File: src/rtl/ram_burst_reader.sv
// ram_burst_reader
// Read-side burst engine for a single-port RAM with a one-cycle registered
// read. A start command loads a base address and a word count; the engine
// then issues sequential addresses, catches each word one cycle later in a
// 2-entry FIFO and presents it as a valid/ready stream with full backpressure.
//
// Ports:
//   clk, rst          : clock (rising edge), synchronous active-high reset
//   start             : burst request, only honoured while idle
//   base_addr, len    : first address and word count (0..2^ADDR_WIDTH)
//   read_addr         : registered address to the RAM
//   ram_q             : RAM read data, valid the cycle after the address
//   out_data/valid    : stream data and valid (FIFO head / FIFO not empty)
//   out_ready         : consumer ready
//   out_last          : final beat marker (only with RAM_BURST_READER_LAST_EN)
//   busy              : burst in progress
//   done              : one-cycle pulse after the last beat is accepted
//
// Build option: define RAM_BURST_READER_LAST_EN to generate out_last; without
// it out_last is tied low.
module ram_burst_reader #(
    parameter int DATA_WIDTH = 8,
    parameter int ADDR_WIDTH = 6
) (
    input  logic                  clk,
    input  logic                  rst,
    input  logic                  start,
    input  logic [ADDR_WIDTH-1:0] base_addr,
    input  logic [ADDR_WIDTH:0]   len,
    output logic [ADDR_WIDTH-1:0] read_addr,
    input  logic [DATA_WIDTH-1:0] ram_q,
    output logic [DATA_WIDTH-1:0] out_data,
    output logic                  out_valid,
    input  logic                  out_ready,
    output logic                  out_last,
    output logic                  busy,
    output logic                  done
);
    localparam int CW = ADDR_WIDTH + 1;

    typedef enum logic [1:0] {IDLE, READ, DRAIN} state_t;

    state_t                 state_q, state_d;
    logic [ADDR_WIDTH-1:0]  addr_q, addr_d;
    logic [CW-1:0]          issue_rem_q, issue_rem_d;
    logic [CW-1:0]          deliver_rem_q, deliver_rem_d;
    logic                   inflight_q, inflight_d;
    logic [DATA_WIDTH-1:0]  fifo_q [2];
    logic [DATA_WIDTH-1:0]  fifo_d [2];
    logic                   wr_ptr_q, wr_ptr_d;
    logic                   rd_ptr_q, rd_ptr_d;
    logic [1:0]             count_q, count_d;
    logic                   done_q, done_d;

    logic       accept, issue, push, pop, last_pop;
    logic [2:0] occ;

    assign accept   = (state_q == IDLE) && start;
    assign push     = inflight_q;
    assign pop      = (count_q != 2'd0) && out_ready;
    // Words that will occupy the FIFO after this edge, not counting a new
    // issue. Keeping this below 2 leaves room for the word an issue brings.
    assign occ      = {1'b0, count_q} + {2'b00, inflight_q} - {2'b00, pop};
    assign issue    = (state_q == READ) && (issue_rem_q != '0) && (occ < 3'd2);
    assign last_pop = (state_q == DRAIN) && pop && (deliver_rem_q == CW'(1));

    // State register
    always_ff @(posedge clk) begin
        if (rst) state_q <= IDLE;
        else     state_q <= state_d;
    end

    // Next-state logic
    always_comb begin
        state_d = state_q;
        case (state_q)
            IDLE:    if (start && len != '0)                    state_d = READ;
            READ:    if (issue && issue_rem_q == CW'(1))        state_d = DRAIN;
            DRAIN:   if (last_pop)                              state_d = IDLE;
            default:                                            state_d = IDLE;
        endcase
    end

    // Output logic
    always_comb begin
        busy      = (state_q != IDLE);
        out_valid = (count_q != 2'd0);
        out_data  = fifo_q[rd_ptr_q];
        done      = done_q;
`ifdef RAM_BURST_READER_LAST_EN
        out_last  = out_valid && (deliver_rem_q == CW'(1));
`else
        out_last  = 1'b0;
`endif
    end

    assign read_addr = addr_q;

    // Datapath next-state
    always_comb begin
        addr_d        = addr_q;
        issue_rem_d   = issue_rem_q;
        deliver_rem_d = deliver_rem_q;
        inflight_d    = issue;
        fifo_d        = fifo_q;
        wr_ptr_d      = wr_ptr_q;
        rd_ptr_d      = rd_ptr_q;
        count_d       = count_q + {1'b0, push} - {1'b0, pop};
        done_d        = last_pop;

        if (accept) begin
            if (len != '0) begin
                addr_d        = base_addr;
                issue_rem_d   = len;
                deliver_rem_d = len;
            end else begin
                done_d = 1'b1;  // empty burst completes immediately
            end
        end
        if (issue) begin
            addr_d      = addr_q + ADDR_WIDTH'(1);  // wraps silently
            issue_rem_d = issue_rem_q - CW'(1);
        end
        if (push) begin
            fifo_d[wr_ptr_q] = ram_q;
            wr_ptr_d         = ~wr_ptr_q;
        end
        if (pop) begin
            rd_ptr_d      = ~rd_ptr_q;
            deliver_rem_d = deliver_rem_q - CW'(1);
        end
    end

    // Datapath registers
    always_ff @(posedge clk) begin
        if (rst) begin
            addr_q        <= '0;
            issue_rem_q   <= '0;
            deliver_rem_q <= '0;
            inflight_q    <= 1'b0;
            fifo_q        <= '{default: '0};
            wr_ptr_q      <= 1'b0;
            rd_ptr_q      <= 1'b0;
            count_q       <= 2'd0;
            done_q        <= 1'b0;
        end else begin
            addr_q        <= addr_d;
            issue_rem_q   <= issue_rem_d;
            deliver_rem_q <= deliver_rem_d;
            inflight_q    <= inflight_d;
            fifo_q        <= fifo_d;
            wr_ptr_q      <= wr_ptr_d;
            rd_ptr_q      <= rd_ptr_d;
            count_q       <= count_d;
            done_q        <= done_d;
        end
    end
endmodule

File: config.mk
export PLATFORM = sky130hd
export DESIGN_NAME = ram_burst_reader
export DESIGN_NICKNAME = d
export VERILOG_FILES = /design/src/rtl/ram_burst_reader.sv
export SDC_FILE = /design/constraint.sdc
export NUM_CORES = 1
export LEC_CHECK = 0
export CAP_MARGIN = 20
export CELL_PAD_IN_SITES_DETAIL_PLACEMENT = 1
export CELL_PAD_IN_SITES_GLOBAL_PLACEMENT = 2
export CORE_MARGIN = 2
export CORE_UTILIZATION = 40
export DETAILED_ROUTE_END_ITERATION = 8
export DONT_BUFFER_PORTS = 1
export MAX_ROUTING_LAYER = met4
export PLACE_DENSITY = 0.94
export REMOVE_ABC_BUFFERS = 1
export SLEW_MARGIN = 5
export SYNTH_ARGS = -nofsm -noshare
export SYNTH_HDL_FRONTEND = slang
export SYNTH_SLANG_ARGS = --single-unit
File: constraint.sdc
create_clock -name clk -period 6.3 [get_ports clk]
set_clock_uncertainty 0.15 [all_clocks]
set_input_delay 0.945 -clock clk [delete_from_list [all_inputs] [get_ports clk]]
set_output_delay 0.945 -clock clk [all_outputs]
set_load 0.02 [all_outputs]
---- Word-level counts from Yosys, hierarchy flattened ----
Index checks and enable logic that the tools add are counted.
word-level totals
  logic and storage cells ................. 73
  flip-flop bits (word level) ............. 44
  output and inout port bits .............. 18
  input port bits ......................... 25
operators by class
  reductions and logical operators ........ 21
  add/subtract/negate cells ............... 7
  multiplexer cells ....................... 19
  magnitude comparators ................... 4
  equality and inequality tests ........... 7
  bitwise operators ....................... 4
operator list
  cell                   count
  $mux W8                4
  $mux W7                4
  $mux W6                3
  $bwmux W16             1
  $eq A7 B1 Y1 const B   2
  $reduce_bool A7 Y1     2
  $sub A7 B1 Y7 const B  2
  $reduce_bool A2 Y1     6
  $logic_and A1 B1 Y1    9
  $demux W8 S1           1
  $add A6 B1 Y6 const B  1
  $mux W2                3
  $pmux W2 S3            1
  $ge A2 B2 Y1 const B   2
  $ne A2 B1 Y1 const B   2
  $not A1 Y2             2
  $reduce_and A2 Y1      2
  $add A2 B1 Y3          1
  $lt A3 B2 Y1 const B   1
  $reduce_and A3 Y1      1
  $sub A3 B1 Y3          1
  $add A2 B1 Y2          1
  $eq A2 B1 Y1 const B   1
  $eq A2 B2 Y1 const B   1
  6 further kinds        8

---- Depth between registers and ports, before layout ----
  word-level depth ........................ 8
  mapped depth ............................ 10
  depth with buffers taken out ............ 9

---- Worst setup path after synthesis ----
OpenSTA, ideal clock, no wires.
  path kind ............................... input-to-reg
  from .................................... input port out_ready
  to ...................................... register issue_rem_q[0]
  arrival time ............................ 2.827 ns
  path slack .............................. 3.220 ns
  data required time ...................... 6.047 ns
  stages on the path ...................... 10
  buffers on the path ..................... 1
  setup time .............................. 0.103 ns
  cell sequence ........................... o21ai_2 > mux2i_1 > ha_1 > inv_1 > fa_1 > nand3b_1 > a211oi_1 > buf_4 > nor3_1 > a2111oi_2
on the way
  word-level cells in the longest chain between the ends .. 6
  elaborated cells between the ends (all ways) .. 8
  those cells by class .................... add/sub: 1; order compare: 1; mux: 1; reduce/logical: 5
RTL lines
  item                                 RTL line  source
  start: declaration                   34        input logic out_ready,
  $logic_and A1 B1 Y1 (*)              60        assign pop = (count_q != 2'd0) && out_ready;
  $sub A3 B1 Y3 (*)                    63        assign occ = {1'b0, count_q} + {2'b00, inflight_q} - {2'b00, pop};
  $lt A3 B2 Y1 (*)                     64        assign issue = (state_q == READ) && (issue_rem_q != '0) && (occ < 3'd2);
  $logic_and A1 B1 Y1 (*)              64
  $reduce_bool A2 Y1 (no source line)  --
  $reduce_and A2 Y1 (no source line)   --
  end signal: assignment               148       issue_rem_q <= issue_rem_d;
  end: declaration                     45        logic [CW-1:0] issue_rem_q, issue_rem_d;
Every way passes the cells marked *; elsewhere a longest branch is shown, timed or not.
A chain may end at the register's enable or synchronous reset.

---- Worst setup path after layout ----
  from .................................... input port out_ready
  to ...................................... register issue_rem_q[4]
Same word-level chain as after synthesis.

==> run summary <==
* Setup Total Neg Slack: 0 ps
* Final Routed Wirelength: 5.67 mm
* via count of the first global-routing pass: 1894
* number of buffers between clock root and the deepest sink: 2
* Clock Latency Late Sink: 300 ps
* switching power of the nets: 362 µW
* status: completed
* routed metal-1 wire length: 2.61 mm
* Register-to-Register Setup Slack: 3340 ps
* count of warnings emitted by yosys: 0
* category of the worst setup path launch point: input pin
* final design utilization: 43.6%
* initial detailed-routing violation count: 82
* die outline height: 78.8 µm
* Peak Freq: 327 MHz
* number of flip-flops and latches in the synthesized netlist: 44
* crit path buf inv count: 1
* CP Max Fanout: 10
* TritonCTS clock tree: yes
* grt total ovfl: 0
* number of setup buffers added after CTS: 0
* effective utilization at floorplan: 40.9%
* topmost layer with routed signal wires: met4
* Avg Cell Area, Syn: 8.75 µm²
* most common cell after layout, fill and taps aside: sky130_fd_sc_hd__dfxtp_1
* cell chosen for the clock root: sky130_fd_sc_hd__clkbuf_8
* placeable core region: 5470 µm²
* synthesis-to-finish area growth: 6.42%
* number of standard-cell rows in the floorplan: 27
* worst hold slack after final layout: 301 ps
* kind of path behind the tightest hold check: reg -> reg
* post-detailed-route via-to-cell ratio: 5.85
* highest-count cells in the layout ignoring fill and taps: sky130_fd_sc_hd__dfxtp_1 (44), sky130_fd_sc_hd__nand2_1 (34), sky130_fd_sc_hd__a21oi_1 (27)
* total iterations of the first detailed-routing run: 4
* portion of total power attributed to combinational logic: 32.4%
* Relative slew margins: 56.2%
* CTS clk-pin slew, worst paths: 90 ps
* met2 wire length: 2.66 mm
* cell with the largest stage delay on the worst path: sky130_fd_sc_hd__fa_1
* per-cell routed wire length: 17.5 µm
* peak supply drop: 0.000151 V
* delay of the slowest cell on the worst path: 500 ps
* post-synthesis cell count: 256
* Ports: 43
* start point of the worst min-delay path: fifo_q[15]
* ratio of cells with drive above 1 in the final layout: 12.0%
* type of the worst setup path: in -> reg
* pin count of the biggest net entering global routing: 45
* main flop type after synthesis: sky130_fd_sc_hd__dfxtp_1
* first-pass GRT wire length: 9.34 mm
* number of max-cap violations: 0
* GRT Resource Usage Total: 19.5%
* quantity of hold-fixing buffers added after cts: 0
* Num CTS Buffers: 5
* area post-placement: 2270 µm²
* Gates resized, CTS repair: 0
* signal arrival time at the worst endpoint: 3140 ps
* transition time of the tightest slew-check pin: 656 ps
* CTS Sinks: 44
* number of endpoints with negative hold slack in the final report: 0
* Die Footprint: 6210 µm²
* portion of the clock cycle consumed by the worst path in the final layout: 48.5%
* LEAKAGE: 0.000836 µW
* switching part of the total power: 38.8%
* number of enable flip-flop cells after synthesis: 0
* port bufs: 0
* Die Span X: 78.8 µm
* kind of capture point of the worst setup path: flip-flop
* final slew viol count: 0
* setup repair after global routing missed its margin: no
* end of the worst register-to-register path: issue_rem_q[4]
* Filler Cell Count: 652
* amount of wire on met3 after detailed routing: 245 µm
* Setup Viol. Count Final: 0
* Yosys cell types: 53
* final weighted congestion in routability-driven placement: 0.868
* cell internal pwr: 570 µW
* number of nets in the finished design: 282
* WHS Path Cells: 2
* H-Tree Level Count: 2
* vias after detailed routing: 1888
* delay-heaviest family, CP: adder cells
* clock network fraction of design power: 24.2%
* DRC errors left: 0
* detailed-placement wirelength estimate: 3.94 mm
* area of the mapped netlist: 2240 µm²
* path depth of the worst reg2reg path: 9
* worst hold endpoint: fifo_q[15]
* number of antenna violations at the first check in global routing: 0
* required time at the endpoint of the critical path: 6380 ps
* sequential area share after synthesis: 39.3%
* sequential group share of total power: 43.4%
* total power per unit cell area: 391 nW/µm²
* proportion of register bits with asynchronous set or reset after synthesis: 0%
* post-route minimum period: 3060 ps
* FF-to-FF Start: count_q[1]
* number of diodes: 0
* count of nets left with antenna violations after detail routing: 0
* Critical Path, Cell by Cell: o21ai_2 -> mux2i_1 -> ha_1 -> inv_1 -> fa_1 -> nand3b_1 -> a211o_1 -> or3_1 -> a31oi_1
* Design Area, Final: 2380 µm²
power groups by stage:
stage | registers (µW) | clock network [µW] | logic, µW
3_3_place_gp | 410 | 0 | 295
4_1_cts | 405 | 233 | 305
5_1_grt | 416 | 247 | 338
2_1_floorplan | 390 | 0 | 243
6_report | 404 | 226 | 302
3_5_place_dp | 412 | 0 | 303
Yosys cell counts, types with 2 or more instances:
library cell	number	share of area [%]
sky130_fd_sc_hd__nand3b_1	3	1.0
sky130_fd_sc_hd__ha_1	6	3.4
sky130_fd_sc_hd__nand3_1	13	2.9
sky130_fd_sc_hd__or4_1	3	1.0
sky130_fd_sc_hd__nand2b_1	3	0.84
sky130_fd_sc_hd__xor2_1	2	0.78
sky130_fd_sc_hd__and3_1	3	0.84
sky130_fd_sc_hd__a22oi_1	3	1.0
sky130_fd_sc_hd__a211oi_1	5	1.7
sky130_fd_sc_hd__o311ai_0	2	0.78
sky130_fd_sc_hd__mux2_2	8	4.0
sky130_fd_sc_hd__buf_4	2	0.67
sky130_fd_sc_hd__a2bb2oi_1	2	0.78
sky130_fd_sc_hd__or2_2	3	0.84
sky130_fd_sc_hd__nor3_1	5	1.1
sky130_fd_sc_hd__o211ai_1	4	1.3
sky130_fd_sc_hd__inv_1	6	1.0
sky130_fd_sc_hd__a311oi_1	3	1.2
sky130_fd_sc_hd__and2_1	3	0.84
sky130_fd_sc_hd__a41o_1	2	0.89
sky130_fd_sc_hd__a21oi_1	27	6.0
sky130_fd_sc_hd__a31oi_1	5	1.4
sky130_fd_sc_hd__nand4_1	3	0.84
sky130_fd_sc_hd__a2111oi_2	2	1.3
sky130_fd_sc_hd__clkbuf_1	10	1.7
sky130_fd_sc_hd__nand2_1	34	5.7
sky130_fd_sc_hd__nor2b_1	2	0.56
sky130_fd_sc_hd__dfxtp_1	44	39
sky130_fd_sc_hd__or3_1	4	1.1
sky130_fd_sc_hd__nor2_1	16	2.7
sky130_fd_sc_hd__nor4_1	4	1.1
sky130_fd_sc_hd__o311ai_1	3	1.2
per-stage QoR:
step	worst slack [ps]	instances	total power (µW)
floorplan	2820	242	632
global placement	3070	315	705
detailed placement	2950	315	714
CTS	3270	323	943
global route	3160	323	1000
finish	3240	323	932
flip-flops by register name, indices dropped and copies added, names as in the netlist:
name and cells:
rd_ptr_q 1, deliver_rem_q 7, done 1, wr_ptr_q 1, issue_rem_q 7, fifo_q 16, state_q 2, count_q 2
inflight_q 1, read_addr 6
routing by layer:
layer  global-route usage, %  up-vias
met3                    3.98       14
met4                    8.62        0
met1                    25.5      903
li1                        -      924
met2                    29.4       47
met5                       -        -
worst max-delay path by stage:
stage,startpoint,to,slack [ps],depth (start not counted)
3_5_place_dp,out_ready,issue_rem_q[4],2950,9
6_report,out_ready,issue_rem_q[4],3240,9
5_1_grt,out_ready,issue_rem_q[4],3160,9
4_1_cts,out_ready,issue_rem_q[4],3270,9
3_3_place_gp,out_ready,issue_rem_q[4],3070,9
2_1_floorplan,out_ready,issue_rem_q[0],2820,9
cells by family (layout without fill, tap and decap cells):
kind of cell / after synthesis / count (layout) / share of synthesized area [%]
xor+xnor: 2 / 2 / 0.782
other cells: 1 / 1 / 0.167
flops: 44 / 44 / 39.3
mux: 9 / 9 / 4.47
simple gates: 106 / 106 / 25.1
fa+ha+maj: 7 / 7 / 4.25
buf+inv: 20 / 15 / 4.08
compound gates: 67 / 67 / 21.8
cell type report:
cell class	instances	area, µm²	share of cell area (%)
Multi-Input combinational cell	192	1270	53.2
Sequential cell	44	881	37.0
Tap cell	72	90.1	3.78
Clock buffer	5	68.8	2.89
Clock inverter	3	46.3	1.94
Inverter	6	22.5	0.945
Timing Repair Buffer	1	7.51	0.315
tightest hold or removal path, cell delays in order (launching register included):
cell and delay (ps):
sky130_fd_sc_hd__dfxtp_1 320, sky130_fd_sc_hd__nand2_1 50, sky130_fd_sc_hd__a21oi_1 50
Note: power is estimated with default switching activity, not from simulation.
